File: src/rtl/mem_port_arbiter_pkg.sv
`default_nettype none
// ---------------------------------------------------------------------------
// cpu_pkg : shared arbiter state encoding and bus-error read pattern
// Rev 1.0
// ---------------------------------------------------------------------------
package cpu_pkg;

  typedef enum logic [1:0] {
    ST_IDLE   = 2'd0,
    ST_BUSY_I = 2'd1,
    ST_BUSY_D = 2'd2,
    ST_RESP   = 2'd3
  } arb_state_e;

  localparam logic [31:0] BUS_ERR_DATA = 32'hDEADBEEF;

endpackage
`default_nettype wire

File: src/rtl/mem_port_arbiter_if.sv
`default_nettype none
// ---------------------------------------------------------------------------
// mem_port_arbiter_if : fetch, data and memory handshake bundle
// Rev 1.0
// ---------------------------------------------------------------------------
interface mem_port_arbiter_if #(
  parameter int ADDR_W = 32
);
  logic              if_req;
  logic [ADDR_W-1:0] if_addr;
  logic [31:0]       if_rdata;
  logic              if_ready;
  logic              d_req;
  logic              d_we;
  logic [ADDR_W-1:0] d_addr;
  logic [31:0]       d_wdata;
  logic [31:0]       d_rdata;
  logic              d_ready;
  logic              mem_en;
  logic              mem_we;
  logic [ADDR_W-1:0] mem_addr;
  logic [31:0]       mem_wdata;
  logic [31:0]       mem_rdata;
  logic              mem_ack;
  logic              bus_err;

  // Arbiter side
  modport master (
    input  if_req, if_addr, d_req, d_we, d_addr, d_wdata, mem_rdata, mem_ack,
    output if_rdata, if_ready, d_rdata, d_ready, mem_en, mem_we, mem_addr,
           mem_wdata, bus_err
  );

  // Requesters and memory side
  modport slave (
    output if_req, if_addr, d_req, d_we, d_addr, d_wdata, mem_rdata, mem_ack,
    input  if_rdata, if_ready, d_rdata, d_ready, mem_en, mem_we, mem_addr,
           mem_wdata, bus_err
  );
endinterface
`default_nettype wire

File: src/rtl/mem_port_arbiter_arb_starve_counter.sv
`default_nettype none
// ---------------------------------------------------------------------------
// arb_starve_counter : two-way grant select with saturating starvation count
// Rev 1.0
// ---------------------------------------------------------------------------
module arb_starve_counter #(
  parameter int STARVE_LIMIT = 4
) (
  input  logic clk,
  input  logic reset,
  input  logic sample_i,
  input  logic if_req_i,
  input  logic d_req_i,
  output logic grant_if_o,
  output logic grant_d_o
);
  localparam int             CW    = $clog2(STARVE_LIMIT + 1);
  localparam logic [CW-1:0]  LIMIT = CW'(STARVE_LIMIT);

  logic [CW-1:0] cnt_q, cnt_d;

  // Data normally wins; fetch wins when alone or once it has waited long enough
  always_comb begin
    grant_if_o = if_req_i && (!d_req_i || (cnt_q == LIMIT));
    grant_d_o  = d_req_i && !grant_if_o;
    cnt_d      = cnt_q;
    if (sample_i) begin
      if (!if_req_i || grant_if_o) begin
        cnt_d = '0;
      end else if (cnt_q != LIMIT) begin
        cnt_d = cnt_q + 1'b1;
      end
    end
  end

  always_ff @(posedge clk) begin
    if (reset) begin
      cnt_q <= '0;
    end else begin
      cnt_q <= cnt_d;
    end
  end
endmodule
`default_nettype wire

File: src/rtl/mem_port_arbiter.sv
`default_nettype none
// ---------------------------------------------------------------------------
// mem_port_arbiter : shares one variable-latency memory between fetch and data
// Rev 1.0
// ---------------------------------------------------------------------------
module mem_port_arbiter
  import cpu_pkg::*;
#(
  parameter int ADDR_W       = 32,
  parameter int STARVE_LIMIT = 4,
  parameter int TIMEOUT      = 64
) (
  input  logic               clk,
  input  logic               reset,
  mem_port_arbiter_if.master bus
);
  localparam int            TW      = $clog2(TIMEOUT + 1);
  localparam logic [TW-1:0] TO_LAST = TW'(TIMEOUT - 1);

  arb_state_e        state_q, state_d;
  logic [TW-1:0]     tmo_q, tmo_d;
  logic [ADDR_W-1:0] addr_q, addr_d;
  logic [31:0]       wdata_q, wdata_d;
  logic [31:0]       if_rdata_q, if_rdata_d;
  logic [31:0]       d_rdata_q, d_rdata_d;
  logic              we_q, we_d;
  logic              owner_d_q, owner_d_d;
  logic              err_q, err_d;
  logic              grant_if, grant_d;

  arb_starve_counter #(
    .STARVE_LIMIT(STARVE_LIMIT)
  ) u_starve (
    .clk       (clk),
    .reset     (reset),
    .sample_i  (state_q == ST_IDLE),
    .if_req_i  (bus.if_req),
    .d_req_i   (bus.d_req),
    .grant_if_o(grant_if),
    .grant_d_o (grant_d)
  );

  always_comb begin
    state_d    = state_q;
    tmo_d      = tmo_q;
    addr_d     = addr_q;
    wdata_d    = wdata_q;
    we_d       = we_q;
    owner_d_d  = owner_d_q;
    err_d      = err_q;
    if_rdata_d = if_rdata_q;
    d_rdata_d  = d_rdata_q;
    case (state_q)
      ST_IDLE: begin
        err_d = 1'b0;
        if (grant_if) begin
          state_d   = ST_BUSY_I;
          addr_d    = bus.if_addr;
          we_d      = 1'b0;
          owner_d_d = 1'b0;
        end else if (grant_d) begin
          state_d   = ST_BUSY_D;
          addr_d    = bus.d_addr;
          wdata_d   = bus.d_wdata;
          we_d      = bus.d_we;
          owner_d_d = 1'b1;
        end
      end
      ST_BUSY_I, ST_BUSY_D: begin
        tmo_d = tmo_q + 1'b1;
        if (bus.mem_ack || (tmo_q == TO_LAST)) begin
          state_d = ST_RESP;
          err_d   = !bus.mem_ack;
          // A late ack on the final cycle still wins over the timeout
          if (state_q == ST_BUSY_I) begin
            if_rdata_d = bus.mem_ack ? bus.mem_rdata : BUS_ERR_DATA;
          end else if (!we_q) begin
            d_rdata_d = bus.mem_ack ? bus.mem_rdata : BUS_ERR_DATA;
          end
        end
      end
      ST_RESP: begin
        tmo_d   = '0;
        state_d = ST_IDLE;
      end
      default: state_d = ST_IDLE;
    endcase
  end

  always_ff @(posedge clk) begin
    if (reset) begin
      state_q    <= ST_IDLE;
      tmo_q      <= '0;
      addr_q     <= '0;
      wdata_q    <= '0;
      we_q       <= 1'b0;
      owner_d_q  <= 1'b0;
      err_q      <= 1'b0;
      if_rdata_q <= '0;
      d_rdata_q  <= '0;
    end else begin
      state_q    <= state_d;
      tmo_q      <= tmo_d;
      addr_q     <= addr_d;
      wdata_q    <= wdata_d;
      we_q       <= we_d;
      owner_d_q  <= owner_d_d;
      err_q      <= err_d;
      if_rdata_q <= if_rdata_d;
      d_rdata_q  <= d_rdata_d;
    end
  end

  assign bus.mem_en    = (state_q == ST_BUSY_I) || (state_q == ST_BUSY_D);
  assign bus.mem_we    = (state_q == ST_BUSY_D) && we_q;
  assign bus.mem_addr  = addr_q;
  assign bus.mem_wdata = wdata_q;
  assign bus.if_ready  = (state_q == ST_RESP) && !owner_d_q;
  assign bus.d_ready   = (state_q == ST_RESP) && owner_d_q;
  assign bus.bus_err   = (state_q == ST_RESP) && err_q;
  assign bus.if_rdata  = if_rdata_q;
  assign bus.d_rdata   = d_rdata_q;
endmodule
`default_nettype wire

File: src/flat_wrapper.sv
// flat-port wrapper written by rule: the top's interface ports become plain ports
module mem_port_arbiter_flat import cpu_pkg::*;
#(
  parameter int ADDR_W       = 32,
  parameter int STARVE_LIMIT = 4,
  parameter int TIMEOUT      = 64
)
  (clk, reset, bus_if_req, bus_if_addr, bus_d_req, bus_d_we, bus_d_addr, bus_d_wdata, bus_mem_rdata, bus_mem_ack, bus_if_rdata, bus_if_ready, bus_d_rdata, bus_d_ready, bus_mem_en, bus_mem_we, bus_mem_addr, bus_mem_wdata, bus_bus_err);
  mem_port_arbiter_if #(.ADDR_W(ADDR_W)) bus_i ();
  input  logic clk;
  input  logic reset;
  input wire logic [$bits(bus_i.if_req)-1:0] bus_if_req;
  input wire logic [$bits(bus_i.if_addr)-1:0] bus_if_addr;
  input wire logic [$bits(bus_i.d_req)-1:0] bus_d_req;
  input wire logic [$bits(bus_i.d_we)-1:0] bus_d_we;
  input wire logic [$bits(bus_i.d_addr)-1:0] bus_d_addr;
  input wire logic [$bits(bus_i.d_wdata)-1:0] bus_d_wdata;
  input wire logic [$bits(bus_i.mem_rdata)-1:0] bus_mem_rdata;
  input wire logic [$bits(bus_i.mem_ack)-1:0] bus_mem_ack;
  output wire logic [$bits(bus_i.if_rdata)-1:0] bus_if_rdata;
  output wire logic [$bits(bus_i.if_ready)-1:0] bus_if_ready;
  output wire logic [$bits(bus_i.d_rdata)-1:0] bus_d_rdata;
  output wire logic [$bits(bus_i.d_ready)-1:0] bus_d_ready;
  output wire logic [$bits(bus_i.mem_en)-1:0] bus_mem_en;
  output wire logic [$bits(bus_i.mem_we)-1:0] bus_mem_we;
  output wire logic [$bits(bus_i.mem_addr)-1:0] bus_mem_addr;
  output wire logic [$bits(bus_i.mem_wdata)-1:0] bus_mem_wdata;
  output wire logic [$bits(bus_i.bus_err)-1:0] bus_bus_err;
  assign bus_i.if_req = bus_if_req;
  assign bus_i.if_addr = bus_if_addr;
  assign bus_i.d_req = bus_d_req;
  assign bus_i.d_we = bus_d_we;
  assign bus_i.d_addr = bus_d_addr;
  assign bus_i.d_wdata = bus_d_wdata;
  assign bus_i.mem_rdata = bus_mem_rdata;
  assign bus_i.mem_ack = bus_mem_ack;
  assign bus_if_rdata = bus_i.if_rdata;
  assign bus_if_ready = bus_i.if_ready;
  assign bus_d_rdata = bus_i.d_rdata;
  assign bus_d_ready = bus_i.d_ready;
  assign bus_mem_en = bus_i.mem_en;
  assign bus_mem_we = bus_i.mem_we;
  assign bus_mem_addr = bus_i.mem_addr;
  assign bus_mem_wdata = bus_i.mem_wdata;
  assign bus_bus_err = bus_i.bus_err;
  mem_port_arbiter #(.ADDR_W(ADDR_W), .STARVE_LIMIT(STARVE_LIMIT), .TIMEOUT(TIMEOUT)) u_core (.clk(clk), .reset(reset), .bus(bus_i));
endmodule
File: config.mk
export PLATFORM = sky130hd
export DESIGN_NAME = mem_port_arbiter_flat
export DESIGN_NICKNAME = d
export VERILOG_FILES = /design/src/rtl/mem_port_arbiter_pkg.sv /design/src/rtl/mem_port_arbiter_if.sv /design/src/rtl/mem_port_arbiter_arb_starve_counter.sv /design/src/rtl/mem_port_arbiter.sv /design/src/flat_wrapper.sv
export SDC_FILE = /design/constraint.sdc
export NUM_CORES = 1
export LEC_CHECK = 0
export CORE_ASPECT_RATIO = 0.5
export CORE_MARGIN = 2
export CORE_UTILIZATION = 43
export CTS_BUF_LIST = sky130_fd_sc_hd__clkbuf_4 sky130_fd_sc_hd__clkbuf_8
export DETAILED_ROUTE_END_ITERATION = 16
export GPL_TIMING_DRIVEN = 0
export PLACE_DENSITY = 0.83
export SYNTH_ARGS = -nofsm -noshare
export SYNTH_HDL_FRONTEND = slang
export SYNTH_SLANG_ARGS = --single-unit
export TNS_END_PERCENT = 5
File: constraint.sdc
create_clock -name clk -period 2.72 [get_ports clk]
set_clock_uncertainty 0.2 [all_clocks]
set_input_delay 0.544 -clock clk [delete_from_list [all_inputs] [get_ports clk]]
set_output_delay 0.544 -clock clk [all_outputs]
set_load 0.005 [all_outputs]
## Word-level counts from Yosys, hierarchy flattened

Cells that the tools add are included.

| word-level totals | value |
|---|---|
| bits in registers | 143 |
| input port bits | 134 |
| output and inout bits | 133 |
| logic and storage cells | 67 |

| cells by class | value |
|---|---|
| add/subtract/negate cells | 2 |
| equal/unequal tests | 8 |
| multiplexer cells | 16 |
| bitwise logic cells | 3 |
| reduce and logical (&&, ||, !) cells | 28 |

Operators by type and width:

| cell | number |
|---|---|
| 32-bit 2-to-1 mux | 3 |
| 7-bit one-hot mux with 2 select lines | 1 |
| 2-bit AND reduction | 4 |
| 2-bit nonzero test | 4 |
| 7-bit by 1-bit adder with 7-bit output, second input constant | 1 |
| 7-bit by 6-bit equality test with 1-bit output, second input constant | 1 |
| 1-bit logical AND | 6 |
| 2-bit 2-to-1 mux | 3 |
| 3-bit 2-to-1 mux | 2 |
| 2-bit one-hot mux with 3 select lines | 1 |
| 3-bit AND reduction | 2 |
| 1-bit zero test | 5 |
| 1-bit 2-to-1 mux | 5 |
| 2-bit equality test, second input constant | 2 |
| 1-bit logical OR | 4 |
| 4-bit AND reduction | 1 |
| 3-bit by 1-bit adder with 3-bit output, second input constant | 1 |
| 3-bit equality test, second input constant | 1 |
| 3-bit by 1-bit inequality test with 1-bit output, second input constant | 1 |
| 3-bit inequality test, second input constant | 1 |
| 1-bit inverter | 3 |
| 2-bit by 1-bit equality test with 1-bit output, second input constant | 1 |
| 2-bit zero test | 1 |
| 2-bit by 1-bit inequality test with 1-bit output, second input constant | 1 |
| other kinds (2) | 2 |

## Logic depth before layout (Yosys ltp)

| logic depth | value |
|---|---|
| depth in word-level cells | 8 |
| depth in mapped cells | 8 |
| depth with buffers taken out | 6 |

## By module

A second synthesis with hierarchy kept.

| second synthesis, totals | value |
|---|---|
| cell total of the unflattened synthesis | 626 |
| area total of the unflattened synthesis | 6137.1 um^2 |

Modules (own cells, without submodules):

| module | instances | cells an instance | area each (um^2) | seq. area each (um^2) |
|---|---|---|---|---|
| mem_port_arbiter | 1 | 608 | 5967.0 | 2802.7 |
| arb_starve_counter | 1 | 18 | 170.2 | 60.1 |

## Worst setup path after synthesis

Ideal clock, no wire load.

| timing | value |
|---|---|
| kind | register to register |
| from | register u_core.state_q[0] |
| to | register u_core.d_rdata_q[12] (netlist: u_core.bus.d_rdata[12]) |
| library setup time | 0.139 ns |
| data arrival time | 1.635 ns |
| data required time | 2.381 ns |
| slack | 0.745 ns |
| cell stages (with the launch flop) | 8 |
| path buffers | 1 |
| clock period less this slack | 1.975 ns |
| path through | dfxtp_1 > inv_1 > ha_1 > nor3b_4 > nand2_1 > buf_2 > nor2_1 > nor3_2 |

| between the ends | value |
|---|---|
| longest elaborated chain between the ends | 3 |
| elaborated cells on any way between the ends | 5 |
| classes of those cells | 2 x eq/ne; 1 x bitwise; 2 x reduce/logical |

Ends and longest elaborated chain:

| what | RTL line | source |
|---|---|---|
| start, declared | mem_port_arbiter.sv:20 | `arb_state_e state_q, state_d;` |
| start signal, assigned | mem_port_arbiter.sv:102 | `state_q <= state_d;` |
| 2-bit equality test / 2-bit by 1-bit equality test with 1-bit output (equally long branches) | mem_port_arbiter.sv:53, mem_port_arbiter.sv:75 |  |
| 2-bit OR reduction / 1-bit inverter (equally long branches) | -- |  |
| 4-bit AND reduction (no line) (*) | -- |  |
| end signal, assigned | mem_port_arbiter.sv:110 | `d_rdata_q <= d_rdata_d;` |
| end, declared | mem_port_arbiter.sv:25 | `logic [31:0] d_rdata_q, d_rdata_d;` |

Mark *: on every way between the ends. The rest lies on a longest branch, timed or not.
A chain may end at the register's enable or synchronous reset.

## Worst setup path after layout

| timing | value |
|---|---|
| from | register u_core.state_q[0] |
| to | output port bus_mem_en |

| between the ends | value |
|---|---|
| longest elaborated chain between the ends | 2 |
| elaborated cells on any way between the ends | 3 |
| classes of those cells | 2 x eq/ne; 1 x reduce/logical |

Ends and longest elaborated chain:

| what | RTL line | source |
|---|---|---|
| 2-bit by 1-bit equality test with 1-bit output / 2-bit equality test (equally long branches) | mem_port_arbiter.sv:114 | `assign bus.mem_en = (state_q == ST_BUSY_I) \|\| (state_q == ST_BUSY_D);` |
| 1-bit logical OR (*) | mem_port_arbiter.sv:114 |  |
| end, declared | flat_wrapper.sv:24 | `output wire logic [$bits(bus_i.mem_en)-1:0] bus_mem_en;` |

Marks and branches as above.

==> impl_metrics.json <==
{
  "path_buf_inv": 2,
  "cts_buffer_depth": 2,
  "cts_tree": "done",
  "drtIter0Drc": 353,
  "grt_usage": 0.238,
  "drv_slew": 0,
  "hpwl_um": 13700,
  "vdd_drop_max_uv": 437,
  "ys_warn_count": 0,
  "clkTransAtPathRegs_ps": 80,
  "yosys_register_bits": 143,
  "syn_inst": 704,
  "antenna_found_initial": 0,
  "ys_seq_area_frac": 0.490,
  "yosysUniqueCellTypes": 44,
  "start_util": 0.436,
  "num_vias": 6009,
  "crit_path_end_kind": "output port",
  "portBuffers": 264,
  "final_cell_mix": "clkdlybuf4s50_1, dfxtp_1, a21oi_1, nand2_1, nor2_1",
  "wl_um": 18100,
  "max_cap_viol_count": 0,
  "grt_pass1_wl_um": 27900,
  "grt.overflow.total": 0,
  "final_hold_viol_count": 0,
  "rsz0062_at_grt": "false",
  "die_width_um": 169,
  "crit_required_ps": 1980,
  "use_met2": 0.415,
  "use_met1": 0.296,
  "final_common_cell": "clkdlybuf4s50_1",
  "crit_family": "buffers and inverters",
  "avgSynthCellArea_sq_um": 8.30,
  "critPathMaxStageDelay_ps": 520,
  "synth-edff-count": 0,
  "instances_no_fill": 1176,
  "post_drt_wl_per_cell_um": 15.4,
  "ant_nets": 0,
  "tightest_slew_ps": 736,
  "outcome": "completed",
  "async_flop_share": 0,
  "fp.coreArea_sq_mm": 0.0134,
  "ios": 267,
  "numPlacedInstances": 1144,
  "drive_above_1_share": 0.0930,
  "clkSinkCount": 143,
  "mappedNetlistArea_sq_mm": 0.00584,
  "grt_pass1_vias": 5736,
  "utilization": 0.681,
  "worst_setup_path_start_kind": "flop",
  "grt_util_met3": 0.0539,
  "cts-root-buf": "clkbuf_8",
  "slew_headroom": 0.509,
  "power_density_mw_per_mm2": 856,
  "clock_latency_ps": 440,
  "drc": 0,
  "area_delta_synth_final_pct": 56.3,
  "max_freq_mhz": 383,
  "grt_max_degree": 17,
  "nets": 1130,
  "synth_flop_cell": "dfxtp_1",
  "cts_inserted_buffers": 17,
  "syn-num-nets": 847,
  "diodes": 0,
  "postCtsHoldBufs": 0,
  "htreeDepth": 4,
  "critPathKind": "flop to output port",
  "rows": 30,
  "crit_chain": "inv_1 > ha_2 > clkdlybuf4s50_1",
  "fin_tns_setup_ps": 0,
  "die_area_sq_mm": 0.0146,
  "grt.busiest_layer": "met2",
  "setup_viol": 0,
  "r2r_setup_slack_ps": 340,
  "worstPathArrival_ps": 1870,
  "crit_fanout": 8,
  "hold-worst-slack_ps": 257,
  "holdCritPathClass": "flop to flop",
  "viasPerCell": 5.11,
  "leakage_uw": 0.00347,
  "dr.pass1.iters": 5,
  "gp_congestion": 0.827,
  "finalCriticalPeriod_ps": 2610,
  "finalCritPeriodShare": 0.960,
  "die_h_um": 86.4,
  "slowest_stage": "clkdlybuf4s50_1"
}
sequential cells by signal, indices dropped and copies added, names as in the netlist:
register               flops
u_core.bus.d_rdata        32
u_core.bus.if_rdata       32
u_core.bus.mem_addr       32
u_core.bus.mem_wdata      32
u_core.err_q               1
u_core.owner_d_q           1
u_core.state_q             2
u_core.tmo_q               7
u_core.u_starve.cnt_q      3
u_core.we_q                1
worst paths after layout:
| kind | from | endpoint | cells past startpoint |
|---|---|---|---|
| hold / removal | u_core.bus.mem_wdata[22]$_SDFFE_PP0P_ | u_core.bus.mem_wdata[22]$_SDFFE_PP0P_ | 2 |
| setup reg to reg | u_core.state_q[0]$_SDFFE_PP0P_ | u_core.bus.d_rdata[19]$_SDFFE_PP0P_ | 7 |
| hold reg to reg | u_core.bus.mem_wdata[22]$_SDFFE_PP0P_ | u_core.bus.mem_wdata[22]$_SDFFE_PP0P_ | 2 |
| setup / recovery | u_core.state_q[0]$_SDFFE_PP0P_ | bus_mem_en | 3 |
what timing repair did:
item / in CTS / in global routing
resized for setup: 0 / 1
setup endpoints to repair: 0 / 1
buffers inserted: 0 / 0
where the power goes:
group | leakage, uW | switching [uW] | internal (uW) | total [uW]
clock | 0.000211 | 864 | 946 | 1810
combinational | 0.00209 | 1540 | 1620 | 3160
sequential | 0.00117 | 262 | 2580 | 2840
total | 0.00347 | 2670 | 5150 | 7810
Yosys cell counts, types with 7 or more instances:
cell type / number / area [sq um]
a21oi_1: 123 / 616
dfxtp_1: 143 / 2860
nor2_1: 94 / 353
ha_1: 9 / 113
buf_6: 10 / 113
o21ai_0: 20 / 100
nand2_1: 119 / 447
nor3_1: 36 / 180
a211oi_1: 30 / 225
nor3_2: 12 / 120
a21oi_2: 7 / 61.3
clkbuf_1: 26 / 97.6
buf_2: 15 / 75.1
worst min-delay path, cell delays in order (launching register included):
cell     delay [ps]
dfxtp_1         310
nand2_1          50
a21oi_1          50
routing by layer:
| metal | vias to the layer above | wire, um |
|---|---|---|
| li1 | 2955 | - |
| met1 | 2842 | 7800 |
| met2 | 185 | 8920 |
| met3 | 27 | 1110 |
| met4 | 0 | 289 |
| met5 | - | 0 |
cells by family after synthesis:
group,after synthesis,synth area share
and+or+nand+nor,286,0.219
AOI/OAI and AO/OA,192,0.194
DFF,143,0.490
buffers and inverters,62,0.0585
adders and majority gates,9,0.0193
xor gates and xnor gates,7,0.0105
muxes,5,0.00857
area by class of cell:
class / instances / area [sq um]
clock inverters: 14 / 176
well taps: 176 / 220
repair buffers: 264 / 2640
fillers: 1058 / 4270
plain buffers: 56 / 319
flip-flops and latches: 143 / 2860
inverters: 6 / 22.5
clock buffers: 18 / 248
multi-input cells: 499 / 2640
metrics by stage:
stage	power (uW)	worst slack [ps]	cell area, sq um
final	7810	108	9130
after global routing	8300	22.2	9130
after CTS	7830	52.9	9130
after detailed placement	6020	294	8700
after global placement	5910	333	8700
after floorplan	4460	745	5840
(Power assumes the default switching activity.)
